<file path="config.mk">
export PLATFORM = sky130hd
export DESIGN_NAME = alu_functional_unit
export DESIGN_NICKNAME = d
export VERILOG_FILES = /design/src/rtl/alu_functional_unit.sv
export SDC_FILE = /design/constraint.sdc
export NUM_CORES = 1
export LEC_CHECK = 0
export CORE_AREA = 2 2 125 187
export DETAILED_ROUTE_END_ITERATION = 7
export DIE_AREA = 0 0 127 189
export PLACE_DENSITY = 0.87
export REMOVE_ABC_BUFFERS = 1
export SLEW_MARGIN = 20
export SYNTH_ARGS = -nofsm -noshare
export SYNTH_HDL_FRONTEND = slang
export SYNTH_SLANG_ARGS = --single-unit
export TNS_END_PERCENT = 1
</file>
<file path="constraint.sdc">
create_clock -name clk_in -period 9.8 [get_ports clk_in]
set_clock_uncertainty 0.1 [all_clocks]
set_input_delay 2.45 -clock clk_in [delete_from_list [all_inputs] [get_ports clk_in]]
set_output_delay 2.45 -clock clk_in [all_outputs]
set_load 0.02 [all_outputs]
</file>
<file path="src/rtl/alu_functional_unit.sv">
// rtl/alu_functional_unit.sv - integer ALU with one-cycle execute stage and result FIFO feeding the CDB
// Occupancy-based busy leaves room for the one beat the reservation station may already have in flight.
module alu_functional_unit #(
  parameter int DATA_WIDTH   = 32,
  parameter int ROB_IX_WIDTH = 3,
  parameter int FIFO_DEPTH   = 2
) (
  input  logic                    clk_in,
  input  logic                    rst_in,
  input  logic                    valid_in,
  input  logic [DATA_WIDTH-1:0]   rval1_in,
  input  logic [DATA_WIDTH-1:0]   rval2_in,
  input  logic [3:0]              opcode_in,
  input  logic [ROB_IX_WIDTH-1:0] rob_ix_in,
  output logic                    busy_out,
  output logic                    cdb_req_out,
  input  logic                    cdb_grant_in,
  output logic [ROB_IX_WIDTH-1:0] cdb_rob_ix_out,
  output logic [DATA_WIDTH-1:0]   cdb_value_out,
  output logic                    overflow_err_out
);
  localparam int PW = (FIFO_DEPTH > 1) ? $clog2(FIFO_DEPTH) : 1;
  localparam int CW = $clog2(FIFO_DEPTH) + 1;
  localparam int OW = CW + 1;
  localparam logic [CW-1:0] DEPTH_C = CW'(FIFO_DEPTH);

  logic                    e_valid_q, e_valid_d;
  logic [DATA_WIDTH-1:0]   e_a_q, e_a_d, e_b_q, e_b_d;
  logic [3:0]              e_op_q, e_op_d;
  logic [ROB_IX_WIDTH-1:0] e_rob_q, e_rob_d;
  logic [DATA_WIDTH-1:0]   val_q [FIFO_DEPTH];
  logic [DATA_WIDTH-1:0]   val_d [FIFO_DEPTH];
  logic [ROB_IX_WIDTH-1:0] rob_q [FIFO_DEPTH];
  logic [ROB_IX_WIDTH-1:0] rob_d [FIFO_DEPTH];
  logic [PW-1:0]           wr_ptr_q, wr_ptr_d, rd_ptr_q, rd_ptr_d;
  logic [CW-1:0]           count_q, count_d;
  logic                    ovf_q, ovf_d;

  logic [DATA_WIDTH-1:0]   result;
  logic [4:0]              shamt;
  logic                    pop, e_adv, accept;
  logic [OW-1:0]           occ_in;

  assign shamt = e_b_q[4:0];

  always_comb begin
    result = '0;
    case (e_op_q)
      4'd0: result = e_a_q + e_b_q;
      4'd1: result = e_a_q - e_b_q;
      4'd2: result = e_a_q & e_b_q;
      4'd3: result = e_a_q | e_b_q;
      4'd4: result = e_a_q ^ e_b_q;
      4'd5: result = {{(DATA_WIDTH-1){1'b0}}, ($signed(e_a_q) < $signed(e_b_q))};
      4'd6: result = {{(DATA_WIDTH-1){1'b0}}, (e_a_q < e_b_q)};
      4'd7: result = e_a_q << shamt;
      4'd8: result = e_a_q >> shamt;
      4'd9: result = $signed(e_a_q) >>> shamt;
      default: result = '0;
    endcase
  end

  assign cdb_req_out      = (count_q != '0);
  assign pop              = cdb_req_out && cdb_grant_in;
  assign e_adv            = e_valid_q && ((count_q < DEPTH_C) || pop);
  assign accept           = valid_in && (!e_valid_q || e_adv);
  assign occ_in           = OW'(count_q) + OW'(e_valid_q) + OW'(valid_in);
  assign busy_out         = (occ_in >= OW'(FIFO_DEPTH));
  assign cdb_rob_ix_out   = cdb_req_out ? rob_q[rd_ptr_q] : '0;
  assign cdb_value_out    = cdb_req_out ? val_q[rd_ptr_q] : '0;
  assign overflow_err_out = ovf_q;

  always_comb begin
    e_valid_d = e_valid_q;
    e_a_d     = e_a_q;
    e_b_d     = e_b_q;
    e_op_d    = e_op_q;
    e_rob_d   = e_rob_q;
    val_d     = val_q;
    rob_d     = rob_q;
    wr_ptr_d  = wr_ptr_q;
    rd_ptr_d  = rd_ptr_q;
    count_d   = count_q;
    ovf_d     = ovf_q | (valid_in && !accept);

    if (e_adv) begin
      val_d[wr_ptr_q] = result;
      rob_d[wr_ptr_q] = e_rob_q;
      wr_ptr_d        = wr_ptr_q + PW'(1);
    end
    if (pop) begin
      rd_ptr_d = rd_ptr_q + PW'(1);
    end
    count_d = count_q + CW'(e_adv) - CW'(pop);

    if (accept) begin
      e_valid_d = 1'b1;
      e_a_d     = rval1_in;
      e_b_d     = rval2_in;
      e_op_d    = opcode_in;
      e_rob_d   = rob_ix_in;
    end else if (e_adv) begin
      e_valid_d = 1'b0;
    end
  end

  always_ff @(posedge clk_in or posedge rst_in) begin
    if (rst_in) begin
      e_valid_q <= 1'b0;
      e_a_q     <= '0;
      e_b_q     <= '0;
      e_op_q    <= '0;
      e_rob_q   <= '0;
      wr_ptr_q  <= '0;
      rd_ptr_q  <= '0;
      count_q   <= '0;
      ovf_q     <= 1'b0;
      for (int i = 0; i < FIFO_DEPTH; i++) begin
        val_q[i] <= '0;
        rob_q[i] <= '0;
      end
    end else begin
      e_valid_q <= e_valid_d;
      e_a_q     <= e_a_d;
      e_b_q     <= e_b_d;
      e_op_q    <= e_op_d;
      e_rob_q   <= e_rob_d;
      wr_ptr_q  <= wr_ptr_d;
      rd_ptr_q  <= rd_ptr_d;
      count_q   <= count_d;
      ovf_q     <= ovf_d;
      val_q     <= val_d;
      rob_q     <= rob_d;
    end
  end
endmodule

</file>
==> run summary, run 1 <==
Outcome -> completed
Achievable frequency -> 151.4 MHz
Total core area -> 0.02230 sq mm
Max Slew Vio Count -> 0
Critical path required time -> 7250 ps
Clock slew at reported path FFs -> 60 ps
Final hold viol count -> 0
Synth Flop Type -> dfrtp_1
CP max-delay cell -> clkdlybuf4s50_1
Post-CTS Setup Inserts -> 0
Post-synth top cells -> nor2_1 (217), a21oi_1 (151), dfrtp_1 (147)
Layout area overhead -> 12.70%
Max stage delay on crit path -> 540 ps
Setup crit start kind -> input port
FF-to-FF Start -> e_b_q[3]
Total grt overflow -> 0
Total CTS buffers -> 17
Die Y-Extent -> 189 um
Cell count of the worst hold path -> 2
Number of remaining DRC errors -> 0
Clock Latency Late Sink -> 450 ps
Synth Area per Inst -> 8.400 sq um
R2r setup slk -> 4430 ps
CP Capture Type -> output pin
Final Routed Wirelength -> 52.01 mm
RSZ-0062 raised after global routing -> no
Rows -> 67
Post_cts resized -> 0
Fillers -> 1682
Period utilization -> 67.39%
Sum of buffers and inverters on the critical path -> 2
ANT cells -> 0
CP Class -> in2out
Post-synth ARST share -> 100.0%
Distinct cells, synth -> 90
Synth area leader -> dfrtp_1
CP Cell Sequence -> clkdlybuf4s50_1 > ha_1 > a211o_1 > clkdlybuf4s50_1
GP Congestion -> 1.034
Mapped Area -> 0.01435 sq mm
Max_cap viols -> 0
CP Max Fanout -> 3
Vias in the first global route -> 14046
Hold Crit Class -> reg2reg
Worst Tran Pin Value -> 1047 ps
Final Power -> 4832 uW
Post-synth top area share -> 25.64%
Effective utilization at floorplan -> 64.34%
Global Route Usage Sum -> 43.14%
Die X -> 127 um
H-tree Lvls -> 4
Initial antenna violation count -> 1
Root Buffer -> clkbuf_16
Crit path time final -> 6604 ps
HP Start -> rob_q[0]
Post-CTS Hold Fix Bufs -> 0
Cell Count, Final, Fillers Out -> 2033
Pwr Density -> 298.8 mW/mm^2
Critical path's top delay family -> buffers and inverters
Max transition margin -> 30.23%
Number of port buffers -> 112
Synth Register Bits -> 147
Placed cell count -> 2002
DR WL/cell -> 25.58 um
Critical path data arrival time -> 4050 ps
Most common cell in the netlist -> nor2_1
Worst vdd ir -> 0.1715 mV
Clk sink count -> 147
FF-to-FF End -> val_q[63]
Fin Setup TNS -> 0 ps
EDFF count, synth -> 0
Hpwl dp -> 37.57 mm
Top cells by area, synth -> dfrtp_1 (26%), mux2_2 (9.6%), ha_1 (8.9%), mux2i_1 (7.3%), nor2_1 (5.7%)
Syn. warnings -> 0
Final nets -> 1924
Final core occ -> 72.51%
Drt first-iter violations -> 1784
Via-to-Cell Ratio -> 7.060
Hold Path End -> rob_q[0]
I/O pins -> 113
Routed Antenna Nets -> 0
Detailed Routing Iterations Pass 1 -> 8
LEAKAGE -> 0.007061 uW
Layout cells sized above 1 -> 13.77%
CTS tree -> built
Setup violators final -> 0
First-pass GRT wire length -> 80.10 mm
Cells on worst reg2reg path -> 13
Maximum clock path buffer count -> 2
Crit-path most repeated cell -> clkdlybuf4s50_1
Vias post-DR -> 14352
Sequential fraction of the synthesis area -> 25.64%
Pin count of the biggest net entering global routing -> 84
Die footprint -> 0.02400 sq mm
Syn Inst Count -> 1708
-- sequential cells by signal, indices dropped and copies added (netlist names), 2 cells and up --
| name | cells |
|---|---|
| e_b_q | 32 |
| e_rob_q | 3 |
| e_a_q | 32 |
| count_q | 2 |
| e_op_q | 4 |
| val_q | 64 |
| rob_q | 6 |
-- layer usage --
layer	part of all wire, %	track usage [%]
met4	7.2	25.99
met1	37	53.65
met2	46	69.11
met3	9.9	8.618
met5	0	0
-- stage by stage --
step | area [sq um] | worst slack [ps] | hold slack, ps
floorplan | 13840 | 3299 | 345.4
global route | 16170 | 3174 | 418.2
detailed placement | 15530 | 3202 | 370.2
finish | 16170 | 3196 | 392.2
CTS | 16170 | 3197 | 397.4
global placement | 15530 | 3207 | 357.8
-- worst reg2reg max path, delay by kind of cell (launching register included) --
| kind | cells | cell delay (ps) |
|---|---|---|
| AO/OA/AOI/OAI | 7 | 2420 |
| buffers and inverters | 2 | 1030 |
| AND/OR/NAND/NOR | 2 | 470 |
| flip-flops | 1 | 320 |
| multiplexers | 1 | 270 |
| adder cells (fa/ha/maj) | 1 | 650 |
-- logic make-up after synthesis --
| logic type | synth area share [%] |
|---|---|
| muxes | 20.91 |
| AOI/OAI and AO/OA | 22.64 |
| xor gates and xnor gates | 1.160 |
| buffers and inverters | 6.235 |
| DFF | 25.64 |
| adders and majority gates | 9.174 |
| and+or+nand+nor | 14.24 |
-- cell type report --
type	count	area (sq um)	share of cell area [%]
Multi-Input combinational cell	1341	9822	60.74
Sequential cell	147	3686	22.80
Tap cell	276	345.3	2.136
Clock inverter	13	201.4	1.246
Inverter	104	395.4	2.445
Clock buffer	18	429.2	2.654
Timing Repair Buffer	134	1290	7.978
-- cell usage in the layout (no fill, tap or decap), types with 5 or more instances in the layout --
cell | Yosys | final
buf_4 | 5 | 21
inv_1 | 99 | 98
mux2i_1 | 104 | 104
and3_1 | 6 | 6
o21ai_0 | 112 | 112
nand3_1 | 28 | 27
nand2b_1 | 7 | 7
o31a_1 | 6 | 6
a21oi_1 | 151 | 151
xnor2_1 | 18 | 18
o2111ai_1 | 5 | 5
a221oi_1 | 17 | 17
a22oi_1 | 18 | 18
o21bai_1 | 19 | 19
dfrtp_1 | 147 | 143
nand4_1 | 14 | 14
o21ai_1 | 12 | 12
clkbuf_16 | 0 | 17
a211oi_1 | 16 | 16
a31oi_1 | 14 | 14
nor2b_1 | 8 | 8
a21o_1 | 13 | 13
mux2_2 | 122 | 122
nor2_1 | 217 | 214
or3_1 | 8 | 8
and2_1 | 7 | 7
o211ai_1 | 16 | 16
mux4_2 | 26 | 26
clkdlybuf4s50_1 | 0 | 112
nand2_1 | 122 | 121
a211o_1 | 10 | 10
o22ai_1 | 18 | 18
ha_1 | 102 | 102
nor3_1 | 23 | 22
o31ai_1 | 10 | 10
o221ai_1 | 14 | 14
-- power by group --
part	total, uW	leakage, uW	internal (uW)	switching [uW]
clock	722	0.000301	431	291
combinational	3020	0.00502	1190	1820
sequential	1090	0.00174	818	275
total	4830	0.00706	2440	2390
-- worst max path at each step --
stage,endpoint,from,cells past startpoint,slack [ps]
global placement,busy_out,valid_in,4,3210
detailed placement,busy_out,valid_in,4,3200
global route,busy_out,valid_in,4,3170
CTS,busy_out,valid_in,4,3200
finish,busy_out,valid_in,4,3200
floorplan,count_q[0],rst_in,1,3300
(Power assumes the default switching activity.)
==> inputs of run 2 (changes only) <==
--- a/config.mk
+++ b/config.mk
@@ -5,10 +5,10 @@
 export SDC_FILE = /design/constraint.sdc
 export NUM_CORES = 1
 export LEC_CHECK = 0
-export CORE_AREA = 2 2 125 187
+export CORE_AREA = 2 2 129 193
 export DETAILED_ROUTE_END_ITERATION = 7
-export DIE_AREA = 0 0 127 189
-export PLACE_DENSITY = 0.87
+export DIE_AREA = 0 0 131 195
+export PLACE_DENSITY = 0.82
 export REMOVE_ABC_BUFFERS = 1
 export SLEW_MARGIN = 20
 export SYNTH_ARGS = -nofsm -noshare
==> constraint.sdc (replaced) <==
create_clock -name clk_in -period 6.85 [get_ports clk_in]
set_clock_uncertainty 0.1 [all_clocks]
set_input_delay 1.7125 -clock clk_in [delete_from_list [all_inputs] [get_ports clk_in]]
set_output_delay 1.7125 -clock clk_in [all_outputs]
set_load 0.02 [all_outputs]
==> run 2 against run 1 <==
Non-clock buffer count grew 1. Sequential power grew 45%. Via count shrank 1.8%. Register-to-register slack lost 2300 ps. Clock power grew 38%. Largest cell class unchanged. Final cell count grew 2.2%. Total power grew 40%. Die area grew 6.4%. Global-route usage shrank 3.0 points. Worst setup slack lost 1500 ps. Count of clock-buffer cells in the layout shrank 1. Critical path depth is the same.
==> run summary, run 2 (synthesized netlist as in run 1, its figures left out) <==
Vias post-DR -> 14095 (was 14352)
Commonest non-fill, non-tap cell in the layout -> nor2_1 (unchanged)
Max reg flops -> 64 (unchanged)
Pin count of the biggest net entering global routing -> 77 (was 84)
Psw -> 3363 uW (was 2390 uW)
Achievable frequency -> 195.2 MHz
Clock Latency Late Sink -> 440 ps (was 450 ps)
Rows -> 69 (was 67)
First-pass GRT wire length -> 78.05 mm (was 80.10 mm)
Internal power -> 3426 uW (was 2441 uW)
Final core occ -> 68.31% (was 72.51%)
Detailed Routing Iterations Pass 1 -> 6 (was 8)
Clk sink count -> 147 (unchanged)
GP Congestion -> 1.039 (was 1.034)
Worst Tran Pin Value -> 1197 ps (was 1047 ps)
CP Max Fanout -> 3 (unchanged)
Commonest non-fill, non-tap cells in the layout -> nor2_1 (214), a21oi_1 (151), dfrtp_1 (143) (unchanged)
Critical path required time -> 5040 ps (was 7250 ps)
Die X -> 131 um (was 127 um)
Placed cell area -> 0.01560 sq mm (was 0.01553 sq mm)
Fillers -> 1939 (was 1682)
Clock slew at reported path FFs -> 70 ps (was 60 ps)
Hold Crit Class -> reg2reg (unchanged)
Outcome -> completed (unchanged)
Crit path time final -> 5124 ps
Layout cells sized above 1 -> 13.93% (was 13.77%)
Total grt overflow -> 0 (unchanged)
Final hold viol count -> 0 (unchanged)
RSZ-0062 raised after global routing -> no (unchanged)
Final nets -> 1925 (was 1924)
Post-CTS Setup Inserts -> 0 (unchanged)
Max Slew Vio Count -> 0 (unchanged)
Root Buffer -> clkbuf_16 (unchanged)
CTS tree -> built (unchanged)
Biggest register -> val_q (unchanged)
Sw Ratio -> 49.54% (was 49.47%)
Design Area, Final -> 0.01622 sq mm (was 0.01617 sq mm)
CP Capture Type -> output pin (unchanged)
Drt first-iter violations -> 1510 (was 1784)
Routed Antenna Nets -> 0 (unchanged)
Hpwl dp -> 37.77 mm (was 37.57 mm)
Seq pwr share -> 23.2% (was 22.6%)
DR WL/cell -> 24.43 um (was 25.58 um)
H-tree Lvls -> 4 (unchanged)
Number of remaining DRC errors -> 0 (unchanged)
Via-to-Cell Ratio -> 6.783 (was 7.060)
Logic gate share of total power -> 62.1% (was 62.4%)
Period utilization -> 74.80%
Post-CTS Hold Fix Bufs -> 0 (unchanged)
Setup violators final -> 0 (unchanged)
Die Y-Extent -> 195 um (was 189 um)
Pwr Density -> 418.6 mW/mm^2 (was 298.8 mW/mm^2)
Effective utilization at floorplan -> 60.43% (was 64.34%)
Max transition margin -> 18.13% (was 30.23%)
Worst hold slack -> 372.5 ps (was 392.2 ps)
I/O pins -> 113 (unchanged)
Global Route Usage Sum -> 40.13% (was 43.14%)
Total CTS buffers -> 17 (unchanged)
Final Power -> 6788 uW (was 4832 uW)
Vias in the first global route -> 13583 (was 14046)
ANT cells -> 0 (unchanged)
Max_cap viols -> 0 (unchanged)
Critical path data arrival time -> 3310 ps (was 4050 ps)
Final Routed Wirelength -> 50.77 mm (was 52.01 mm)
Worst vdd ir -> 0.3020 mV (was 0.1715 mV)
Layout area overhead -> 13.03% (was 12.70%)
Setup crit start kind -> input port (unchanged)
Maximum clock path buffer count -> 2 (unchanged)
Number of port buffers -> 112 (unchanged)
LEAKAGE -> 0.007061 uW (about the same)
CP Class -> in2out (unchanged)
Total core area -> 0.02374 sq mm (was 0.02230 sq mm)
Initial antenna violation count -> 0 (was 1)
Fin Setup TNS -> 0 ps (unchanged)
Post_cts resized -> 0 (unchanged)
Regs by FF count -> val_q (64), e_a_q (32), e_b_q (32) (unchanged)
Clock power frac -> 14.7% (was 14.9%)
Die footprint -> 0.02555 sq mm (was 0.02400 sq mm)
run 2: final timing paths:
path	depth (start not counted)	startpoint	endpoint	slack, ps
setup / recovery	4	valid_in	busy_out	1730
hold / removal	1	overflow_err_out	overflow_err_out	370
setup reg to reg	12	e_b_q[1]	val_q[31]	2090
hold reg to reg	1	overflow_err_out	overflow_err_out	370
max in group asynchronous	3	rst_in	rd_ptr_q	3940
min in group asynchronous	2	rst_in	val_q[40]	1470
run 2: routing by layer:
metal  part of all wire, %  wire length [um]  track usage (%)
met2                    47             23850            63.96
met4                   6.3              3222            22.70
met5                     0                 0                0
met3                   9.4              4764            7.260
met1                    37             18930            50.63
run 2: final cells by class:
cell class	instances	area, sq um	share of cell area (%)
Multi-Input combinational cell	1341	9828	60.60
Tap cell	319	399.1	2.461
Timing Repair Buffer	135	1294	7.978
Sequential cell	147	3686	22.73
Clock buffer	17	425.4	2.623
Clock inverter	15	188.9	1.165
Inverter	104	395.4	2.438
run 2: metrics by stage:
stage / cells / setup slack, ps
after floorplan: 1592 / 1086
after global placement: 2046 / 1737
after detailed placement: 2046 / 1732
after CTS: 2078 / 1724
after global routing: 2078 / 1679
final: 2078 / 1726
run 2: critical path, stage by stage:
cell and delay, ps:
clkdlybuf4s50_1 490, ha_1 330, a211o_1 250, clkdlybuf4s50_1 530
run 2: power groups by stage:
stage	registers (uW)	logic (uW)	clock network [uW]
floorplan	1500	2740	0
global placement	1550	4010	0
detailed placement	1580	4080	0
CTS	1570	4110	1000
global route	1620	4510	1030
finish	1580	4210	998
